==> src/rtl/aes_seq_pkg.sv <==
// Shared types and helpers for the iterative AES-128 round sequencer.
package aes_seq_pkg;

    typedef enum logic [2:0] {
        IDLE,
        LOAD,
        INIT,
        WAIT,
        UPDATE,
        DONE
    } seq_state_t;

    localparam int         NUM_ROUNDS = 10;
    localparam logic [7:0] RCON_INIT  = 8'h01;

    // Multiply by x in GF(2^8) modulo the AES polynomial.
    function automatic logic [7:0] xtime(input logic [7:0] b);
        return {b[6:0], 1'b0} ^ (b[7] ? 8'h1b : 8'h00);
    endfunction

endpackage

==> src/rtl/rcon_gen.sv <==
// Round-constant register for the key expansion: clear to 01, advance by xtime.
module rcon_gen
    import aes_seq_pkg::*;
(
    input  logic       clk,
    input  logic       reset,
    input  logic       clr,
    input  logic       adv,
    output logic [7:0] rcon
);

    // NOTE: registers are written with <= so every flop samples pre-edge values.
    always_ff @(posedge clk or posedge reset) begin
        if (reset) begin
            rcon <= RCON_INIT;
        end else if (clr) begin
            rcon <= RCON_INIT;
        end else if (adv) begin
            rcon <= xtime(rcon);
        end
    end

endmodule

==> src/rtl/aes_round_seq.sv <==
// Control sequencer for a shared one-round AES-128 datapath: initial
// AddRoundKey then rounds 1..NUM_ROUNDS, each padded by SBOX_LAT wait cycles.
module aes_round_seq
    import aes_seq_pkg::*;
#(
    parameter int SBOX_LAT = 1
) (
    input  logic       clk,
    input  logic       reset,
    input  logic       load,
    output logic       init_sel,
    output logic       key_init,
    output logic       state_en,
    output logic       key_en,
    output logic       mix_bypass,
    output logic [3:0] round,
    output logic [7:0] rcon,
    output logic       busy,
    output logic       done
);

    localparam logic [3:0] LAST_ROUND  = 4'(NUM_ROUNDS);
    localparam int         WAIT_LAST_I = (SBOX_LAT > 0) ? SBOX_LAT - 1 : 0;
    localparam logic [1:0] WAIT_LAST   = WAIT_LAST_I[1:0];
    localparam bit         NO_WAIT     = (SBOX_LAT == 0);

    seq_state_t state, state_nxt;
    logic [1:0] wait_cnt, wait_cnt_nxt;
    logic [3:0] round_nxt;
    logic       rcon_clr, rcon_adv;
    logic       last_round;

    assign last_round = (round == LAST_ROUND);

    always_ff @(posedge clk or posedge reset) begin
        if (reset) begin
            state    <= IDLE;
            wait_cnt <= '0;
            round    <= '0;
        end else begin
            state    <= state_nxt;
            wait_cnt <= wait_cnt_nxt;
            round    <= round_nxt;
        end
    end

    // NOTE: every signal gets a default before the case so no latch is inferred.
    always_comb begin
        state_nxt    = state;
        wait_cnt_nxt = '0;
        case (state)
            IDLE:    if (load) state_nxt = LOAD;
            LOAD:    if (!load) state_nxt = INIT;
            INIT: begin
                if (load) state_nxt = LOAD;
                else      state_nxt = NO_WAIT ? UPDATE : WAIT;
            end
            WAIT: begin
                if (load) begin
                    state_nxt = LOAD;
                end else if (wait_cnt == WAIT_LAST) begin
                    state_nxt = UPDATE;
                end else begin
                    wait_cnt_nxt = wait_cnt + 2'd1;
                end
            end
            UPDATE: begin
                if (load)            state_nxt = LOAD;
                else if (last_round) state_nxt = DONE;
                else                 state_nxt = NO_WAIT ? UPDATE : WAIT;
            end
            DONE:    if (load) state_nxt = LOAD;
            default: state_nxt = IDLE;
        endcase
    end

    // Round number and rcon move together; any return to LOAD discards progress.
    always_comb begin
        round_nxt = round;
        if (state_nxt == LOAD) begin
            round_nxt = '0;
        end else if (state == INIT) begin
            round_nxt = 4'd1;
        end else if (state == UPDATE && !last_round) begin
            round_nxt = round + 4'd1;
        end
    end

    assign rcon_clr = (state_nxt == LOAD) || (state == INIT);
    assign rcon_adv = (state == UPDATE) && !last_round;

    rcon_gen u_rcon_gen (
        .clk   (clk),
        .reset (reset),
        .clr   (rcon_clr),
        .adv   (rcon_adv),
        .rcon  (rcon)
    );

    // Moore outputs decoded from the registered state only.
    always_comb begin
        init_sel   = 1'b0;
        key_init   = 1'b0;
        state_en   = 1'b0;
        key_en     = 1'b0;
        mix_bypass = 1'b0;
        busy       = 1'b0;
        done       = 1'b0;
        case (state)
            INIT: begin
                init_sel = 1'b1;
                key_init = 1'b1;
                state_en = 1'b1;
                key_en   = 1'b1;
                busy     = 1'b1;
            end
            WAIT: begin
                busy       = 1'b1;
                mix_bypass = last_round;
            end
            UPDATE: begin
                state_en   = 1'b1;
                key_en     = 1'b1;
                busy       = 1'b1;
                mix_bypass = last_round;
            end
            DONE:    done = 1'b1;
            default: ;
        endcase
    end

endmodule

==> config.mk <==
export PLATFORM = sky130hd
export DESIGN_NAME = aes_round_seq
export DESIGN_NICKNAME = d
export VERILOG_FILES = /design/src/rtl/aes_seq_pkg.sv /design/src/rtl/rcon_gen.sv /design/src/rtl/aes_round_seq.sv
export SDC_FILE = /design/constraint.sdc
export NUM_CORES = 1
export LEC_CHECK = 0
export CAP_MARGIN = 20
export CORE_UTILIZATION = 40
export CTS_BUF_LIST = sky130_fd_sc_hd__clkbuf_16
export CTS_CLUSTER_DIAMETER = 60
export CTS_CLUSTER_SIZE = 8
export DETAILED_ROUTE_END_ITERATION = 7
export MAX_ROUTING_LAYER = met4
export PLACE_DENSITY = 0.68
export SETUP_SLACK_MARGIN = 0.5
export SLEW_MARGIN = 25
export SYNTH_ARGS = -nofsm -noshare
export SYNTH_HDL_FRONTEND = slang
export SYNTH_SLANG_ARGS = --single-unit
==> constraint.sdc <==
create_clock -name clk -period 1.6 [get_ports clk]
set_clock_uncertainty 0.2 [all_clocks]
set_input_delay 0.24 -clock clk [delete_from_list [all_inputs] [get_ports clk]]
set_output_delay 0.24 -clock clk [all_outputs]
set_load 0.03 [all_outputs]
==> impl_metrics.yaml, run 1 <==
critical_path:
  timing.critical_path.max_delay_family: "simple AND/OR/NAND/NOR gates"
  critical_path.startpoint_type: "register"
  worstPathCellList: "or3b_4 > nand2_1 > buf_6"
  critPathMaxStageDelay_ns: 0.45
  critical_path.max_fanout: 4
  r2r_setup_slack_ns: -0.21
  timing.setup.critical_path_class: "register to output port"
  end_kind: "output port"
  worstPathRequired_ns: 1.16
  path_buf_inv: 1
  critical-path-slowest-cell: "sky130_fd_sc_hd__or3b_4"
  data_arrival_time_of_the_worst_path_ns: 1.39
synthesis:
  synthesis.yosys.warnings: 0
  synth.area.top_cells: "sky130_fd_sc_hd__dfrtp_1 40%, sky130_fd_sc_hd__a21oi_1 6.0%, sky130_fd_sc_hd__o211ai_1 6.0%, sky130_fd_sc_hd__ha_1 5.0%, sky130_fd_sc_hd__nand3_1 4.0%"
  synth_fp_nets: 114
  synthesis.instances: 107
  synth.cell_area_sq_um: 1000
  synth.top_cell.area_share: 0.400
  syn_avg_cell_area_sq_um: 9.35
  number_of_enable_type_register_cells_in_the_synthesized_netlist: 0
  synth-main-ff-cell: "sky130_fd_sc_hd__dfrtp_1"
  seq_area_frac_synth: 0.426
  netlist-cell-type-count: 39
  synth.largest_area_cell: "sky130_fd_sc_hd__dfrtp_1"
  synth-seq-cells: 17
  async_reset_ff_frac: 1.00
clock_tree:
  cts_tree: "built"
  postCtsHoldBufs: 0
  cts.sink_count: 17
  htree_num_levels: 1
  cts_buffers: 3
  clock_edge_transition_at_the_registers_on_the_reported_setup_and_hold_paths_ns: 0.06
  clock_root_buffer: "sky130_fd_sc_hd__clkbuf_16"
  worst_skew_pair.late_latency_ns: 0.25
  max-clock-path-buffers: 2
final_layout:
  syn_to_final_growth_pct: 78.4
  final_common_cell: "sky130_fd_sc_hd__buf_4"
  most-common-layout-cells: "33 x sky130_fd_sc_hd__buf_4, 30 x sky130_fd_sc_hd__buf_6, 12 x sky130_fd_sc_hd__dfrtp_1"
  finish.net_count: 171
  fin_util: 0.784
  final_layout_size_suffix_gt1_frac: 0.577
  stdcell_area_sq_um: 1790
  n_antenna_cell: 0
  multiInputGateArea_sq_um: 612
  fill_cells: 125
  layout.area.seq_sq_um: 432
drt:
  drt_drc_violations_left: 0
  first_pass_iters: 4
  detail_route.iter0.violations: 40
  routedWlPerCell_um: 17.9
  ant_nets: 0
  dr_total_vias: 1099
  avgViaCountPerCell: 5.75
  route.final.wire_length_um: 3410
pwr:
  p_total_mw: 1.67
  ir_worst_vdd_mv: 0.622
  leakage_nw: 0.796
  power-per-cell-area_nw_per_um2: 938
grt:
  global_route_wire_length_before_repair_um: 5130
  overall_track_demand_over_capacity_in_global_routing: 0.265
  antenna_violations_before_repair: 0
  largest_net_degree_at_the_start_of_global_routing: 18
  first_global_vias: 1061
  globalRoute.totalOverflow: 0
flow_run:
  total_of_max_cap_violations: 0
die:
  fp.coreArea_sq_um: 2280
  start_util: 0.440
  chipHeight_um: 52.0
  placement_rows: 17
  io-pin-count: 22
  die_area_sq_um: 2710
  die_x_um: 52.0
sta:
  clock.fmax_mhz: 546
  timing.setup.tns_ns: -2.76
  final_period_utilization: 1.14
  worst-slew-pin-transition_ns: 0.257
  final_min_period_ns: 1.83
  final_hold_viol_count: 0
  slew_headroom: 0.827
  timing.final.max_slew_violations: 0
  fin_ws_ns: -0.232
  rsz0062_at_grt: "true"
  setup_viol_count_final: 19
placed_design:
  gp_congestion: 0.834
  place_area_sq_um: 1330
  portbufs: 21
  place.detailed.hpwl_um: 1740
hold_path:
  class_of_the_tightest_hold_or_removal_check: "primary input to async pin"
outcome:
  failed_checks: "setup timing"
  status: "finished with violations"
cells by family after synthesis:
logic type / count (synthesis) / synth area share
flops: 17 / 0.426
fa+ha+maj: 4 / 0.0500
xor+xnor: 3 / 0.0263
compound gates: 31 / 0.199
buf+inv: 18 / 0.0875
simple gates: 34 / 0.211
what timing repair did:
action,4_1_cts,5_1_grt
buffers inserted,17,7
gates cloned,0,0
resized for setup,100,7
endpoints found under the setup margin,36,36
pin swaps,15,9
flip-flops by register name (all words and copies together) (netlist names):
signal           flops
state                3
wait_cnt             2
u_rcon_gen.rcon      8
round                4
metal layers:
| metal | vias up | wire length [um] | track usage |
|---|---|---|---|
| li1 | 494 | - | - |
| met1 | 540 | 1410 | 0.344 |
| met4 | 0 | 66 | 0.0901 |
| met5 | - | 0 | - |
| met2 | 57 | 1740 | 0.425 |
| met3 | 8 | 197 | 0.0351 |
layout make-up:
class                           count  share of cell area
Tap cell                           28              0.0196
Clock inverter                      1             0.00210
Timing Repair Buffer               65               0.339
Clock buffer                        3              0.0420
Inverter                            5              0.0126
Sequential cell                    17               0.242
Multi-Input combinational cell     72               0.343
cell usage after synthesis, types with 2 or more instances:
master / number
sky130_fd_sc_hd__a211oi_1: 2
sky130_fd_sc_hd__a21oi_1: 12
sky130_fd_sc_hd__a31oi_1: 2
sky130_fd_sc_hd__and3b_1: 2
sky130_fd_sc_hd__buf_2: 3
sky130_fd_sc_hd__buf_4: 2
sky130_fd_sc_hd__clkbuf_1: 5
sky130_fd_sc_hd__dfrtp_1: 16
sky130_fd_sc_hd__ha_1: 4
sky130_fd_sc_hd__inv_1: 5
sky130_fd_sc_hd__nand2_1: 3
sky130_fd_sc_hd__nand2b_1: 2
sky130_fd_sc_hd__nand3_1: 8
sky130_fd_sc_hd__nand3b_1: 3
sky130_fd_sc_hd__nor2_1: 3
sky130_fd_sc_hd__nor3b_1: 2
sky130_fd_sc_hd__o211ai_1: 8
sky130_fd_sc_hd__o21ai_0: 2
sky130_fd_sc_hd__xor2_1: 3
power by group:
group | leakage, nW | switching (mW) | total [mW] | internal, mW
Combinational | 0.531 | 0.346 | 0.680 | 0.334
Clock | 0.0423 | 0.180 | 0.512 | 0.332
Sequential | 0.223 | 0.0244 | 0.482 | 0.458
Total | 0.796 | 0.550 | 1.67 | 1.12
worst register-to-register path, delay by kind of cell, from the launching register on:
family,cells,cell delay [ns]
fa+ha+maj,1,0.13
compound gates,2,0.38
buf+inv,3,0.43
flops,1,0.41
simple gates,1,0.18
final timing paths:
| check | start | endpoint | cells after the start |
|---|---|---|---|
| setup / recovery | state[1]$_DFF_PP0_ | busy | 3 |
| hold / removal | reset | wait_cnt[1]$_DFF_PP0_ | 3 |
| setup reg to reg | round[0]$_DFFE_PP0P_ | u_rcon_gen.rcon[0]$_DFFE_PP1P_ | 7 |
| hold reg to reg | u_rcon_gen.rcon[6]$_DFFE_PP0P_ | u_rcon_gen.rcon[7]$_DFFE_PP0P_ | 2 |
| max in group asynchronous | reset | u_rcon_gen.rcon[0]$_DFFE_PP1P_ | 3 |
| min in group clk | u_rcon_gen.rcon[6]$_DFFE_PP0P_ | u_rcon_gen.rcon[7]$_DFFE_PP0P_ | 2 |
metrics by stage:
step | setup WS (ns) | hold slack [ns] | std cells
floorplan | -0.180 | -0.0348 | 107
global placement | -0.0917 | 0.343 | 163
detailed placement | -0.119 | 0.354 | 163
CTS | -0.209 | 0.110 | 184
global route | -0.252 | 0.169 | 191
finish | -0.232 | 0.0950 | 191
Note: power is estimated with default switching activity, not from simulation.
==> run 2, diff against run 1 <==
--- a/config.mk
+++ b/config.mk
@@ -13,8 +13,6 @@
 export DETAILED_ROUTE_END_ITERATION = 7
 export MAX_ROUTING_LAYER = met4
 export PLACE_DENSITY = 0.68
-export SETUP_SLACK_MARGIN = 0.5
-export SLEW_MARGIN = 25
 export SYNTH_ARGS = -nofsm -noshare
 export SYNTH_HDL_FRONTEND = slang
 export SYNTH_SLANG_ARGS = --single-unit
==> run 2 against run 1 <==
The flow still finishes with violations (setup timing). Non-clock buffer count is 9 lower. Worst setup slack got worse by 0.022 ns. Hold slack better by 0.019 ns. Combinational power barely moved. Critical path type unchanged. Largest cell class unchanged.
==> impl_metrics.yaml, run 2 (synthesis results as in run 1) <==
grt:
  grt_use_met3: 0.0322
  first_global_vias: 1044
  globalRoute.totalOverflow: 0
  most_utilized_layer_in_the_global_route_result: "met2"
  use_met1: 0.297
  largest_net_degree_at_the_start_of_global_routing: 18
  global_route.usage.met2: 0.425
  global_route_wire_length_before_repair_um: 4780
  antenna_violations_before_repair: 0
  overall_track_demand_over_capacity_in_global_routing: 0.253
pwr:
  share_seq_of_total_power: 0.295
  ir_worst_vdd_mv: 0.686
  total_net_switching_power_uw: 535
  leakage_nw: 0.780
  internal-power_mw: 1.12
  power-per-cell-area_nw_per_um2: 974
  switching_share: 0.322
  comb_power_share: 0.408
  power_frac_clock: 0.297
final_layout:
  reg.largest.list: "u_rcon_gen.rcon (8), round (4), state (3)"
  syn_to_final_growth_pct: 70.2
  stdcell_area_sq_um: 1700
  most-common-layout-cells: "23 x sky130_fd_sc_hd__buf_4, 20 x sky130_fd_sc_hd__buf_6, 13 x sky130_fd_sc_hd__dfrtp_1"
  fill_cells: 137
  final_layout_size_suffix_gt1_frac: 0.494
  final_common_cell: "sky130_fd_sc_hd__buf_4"
  n_antenna_cell: 0
  finish.net_count: 162
  max_flop_register: "u_rcon_gen.rcon"
  largest_register_ff_count: 8
drt:
  first_pass_iters: 4
  drt_drc_violations_left: 0
  routedWlPerCell_um: 18.0
  ant_nets: 0
  dr_total_vias: 1053
  detail_route.iter0.violations: 12
  route.final.wire_length_um: 3270
  avgViaCountPerCell: 5.79
sta:
  clock.fmax_mhz: 539
  timing.final.max_slew_violations: 0
  slew_headroom: 0.784
  final_min_period_ns: 1.85
  worst-slew-pin-transition_ns: 0.324
  timing.setup.tns_ns: -3.06
  final_period_utilization: 1.16
  fin_ws_ns: -0.254
  rsz0062_at_grt: "true"
  setup_viol_count_final: 20
  final_hold_viol_count: 0
placed_design:
  place_area_sq_um: 1350
  gp_congestion: 0.814
  place.detailed.hpwl_um: 1760
  portbufs: 21
hold_path:
  class_of_the_tightest_hold_or_removal_check: "primary input to async pin"
clock_tree:
  worst_skew_pair.late_latency_ns: 0.25
  cts_tree: "built"
  clock_root_buffer: "sky130_fd_sc_hd__clkbuf_16"
  clock_edge_transition_at_the_registers_on_the_reported_setup_and_hold_paths_ns: 0.05
  max-clock-path-buffers: 2
  cts_buffers: 3
  cts.sink_count: 17
  htree_num_levels: 1
critical_path:
  critical-path-slowest-cell: "sky130_fd_sc_hd__dfrtp_2"
  critical_path.startpoint_type: "register"
  critPathMaxStageDelay_ns: 0.44
  data_arrival_time_of_the_worst_path_ns: 1.41
  rr_endpoint: "u_rcon_gen.rcon[2]$_DFFE_PP0P_"
  end_kind: "output port"
  timing.setup.critical_path_class: "register to output port"
  r2r_cells: 5
  critical_path.most_common_cell: "sky130_fd_sc_hd__buf_6"
  worstPathRequired_ns: 1.16
  cp-startpoint: "state[1]$_DFF_PP0_"
  critical_path.max_fanout: 4
  crit_path_end: "busy"
  r2r-start: "state[1]$_DFF_PP0_"
  worstPathCellList: "or3b_4 > buf_6 > nand2_4 > buf_6"
  r2r_setup_slack_ns: -0.19
die:
  die_area_sq_um: 2710
  chipHeight_um: 52.0
  placement_rows: 17
  start_util: 0.440
  io-pin-count: 22
  die_x_um: 52.0
  fp.coreArea_sq_um: 2280
outcome:
  failed_checks: "setup timing"
  status: "finished with violations"
flow_run:
  total_of_max_cap_violations: 0
==> run 2: worst min path at each step <==
| stage | startpoint | endpoint | slack, ns | depth (start not counted) |
|---|---|---|---|---|
| 6_report | reset | u_rcon_gen.rcon[4]$_DFFE_PP0P_ | 0.11 | 3 |
| 5_1_grt | reset | u_rcon_gen.rcon[4]$_DFFE_PP0P_ | 0.15 | 3 |
| 4_1_cts | reset | wait_cnt[0]$_DFF_PP0_ | 0.13 | 3 |
| 3_5_place_dp | u_rcon_gen.rcon[6]$_DFFE_PP0P_ | u_rcon_gen.rcon[7]$_DFFE_PP0P_ | 0.35 | 2 |
| 3_3_place_gp | u_rcon_gen.rcon[4]$_DFFE_PP0P_ | u_rcon_gen.rcon[5]$_DFFE_PP0P_ | 0.34 | 2 |
| 2_1_floorplan | reset | round[2]$_DFFE_PP0P_ | -0.03 | 1 |
==> run 2: worst max-delay path: cells and delay by family (launching register included) <==
kind          cells  cell delay, ns
flops             1            0.44
buf+inv           2            0.26
simple gates      2            0.47
==> run 2: final cells by class <==
class | count | area (sq um) | share of cell area
Tap cell | 28 | 35.0 | 0.0206
Clock buffer | 3 | 75.1 | 0.0441
Sequential cell | 17 | 430 | 0.253
Multi-Input combinational cell | 72 | 616 | 0.361
Timing Repair Buffer | 56 | 522 | 0.306
Inverter | 5 | 22.5 | 0.0132
Clock inverter | 1 | 3.75 | 0.00220
==> run 2: power groups by stage <==
stage	sequential, mW	combinational [mW]	clock (mW)
after floorplan	0.503	0.275	0
after global placement	0.484	0.438	0
after detailed placement	0.485	0.447	0
after CTS	0.482	0.579	0.498
after global routing	0.491	0.706	0.524
final	0.489	0.677	0.494
==> run 2: per-stage QoR <==
step	setup WS [ns]	instances	utilization	hold slack (ns)	total power, mW
2_1_floorplan	-0.180	107	-	-0.0348	0.778
3_3_place_gp	-0.0570	166	0.594	0.339	0.922
3_5_place_dp	-0.118	166	0.594	0.353	0.933
4_1_cts	-0.235	178	0.703	0.127	1.56
5_1_grt	-0.287	182	0.749	0.152	1.72
6_report	-0.254	182	0.749	0.114	1.66
==> run 2: timing repair <==
action                     4_1_cts  5_1_grt
gates cloned                     0        0
resized for setup               37       18
setup buffers                    8        5
setup endpoints to repair       30       21
hold buffers                     0        0
pin swaps                       13       11
==> run 2: routing by layer <==
metal | vias up | part of all wire | wire length [um]
li1 | 478 | - | -
met1 | 520 | 0.40 | 1320
met2 | 45 | 0.52 | 1710
met3 | 10 | 0.051 | 168
met4 | 0 | 0.021 | 70
met5 | - | 0 | 0
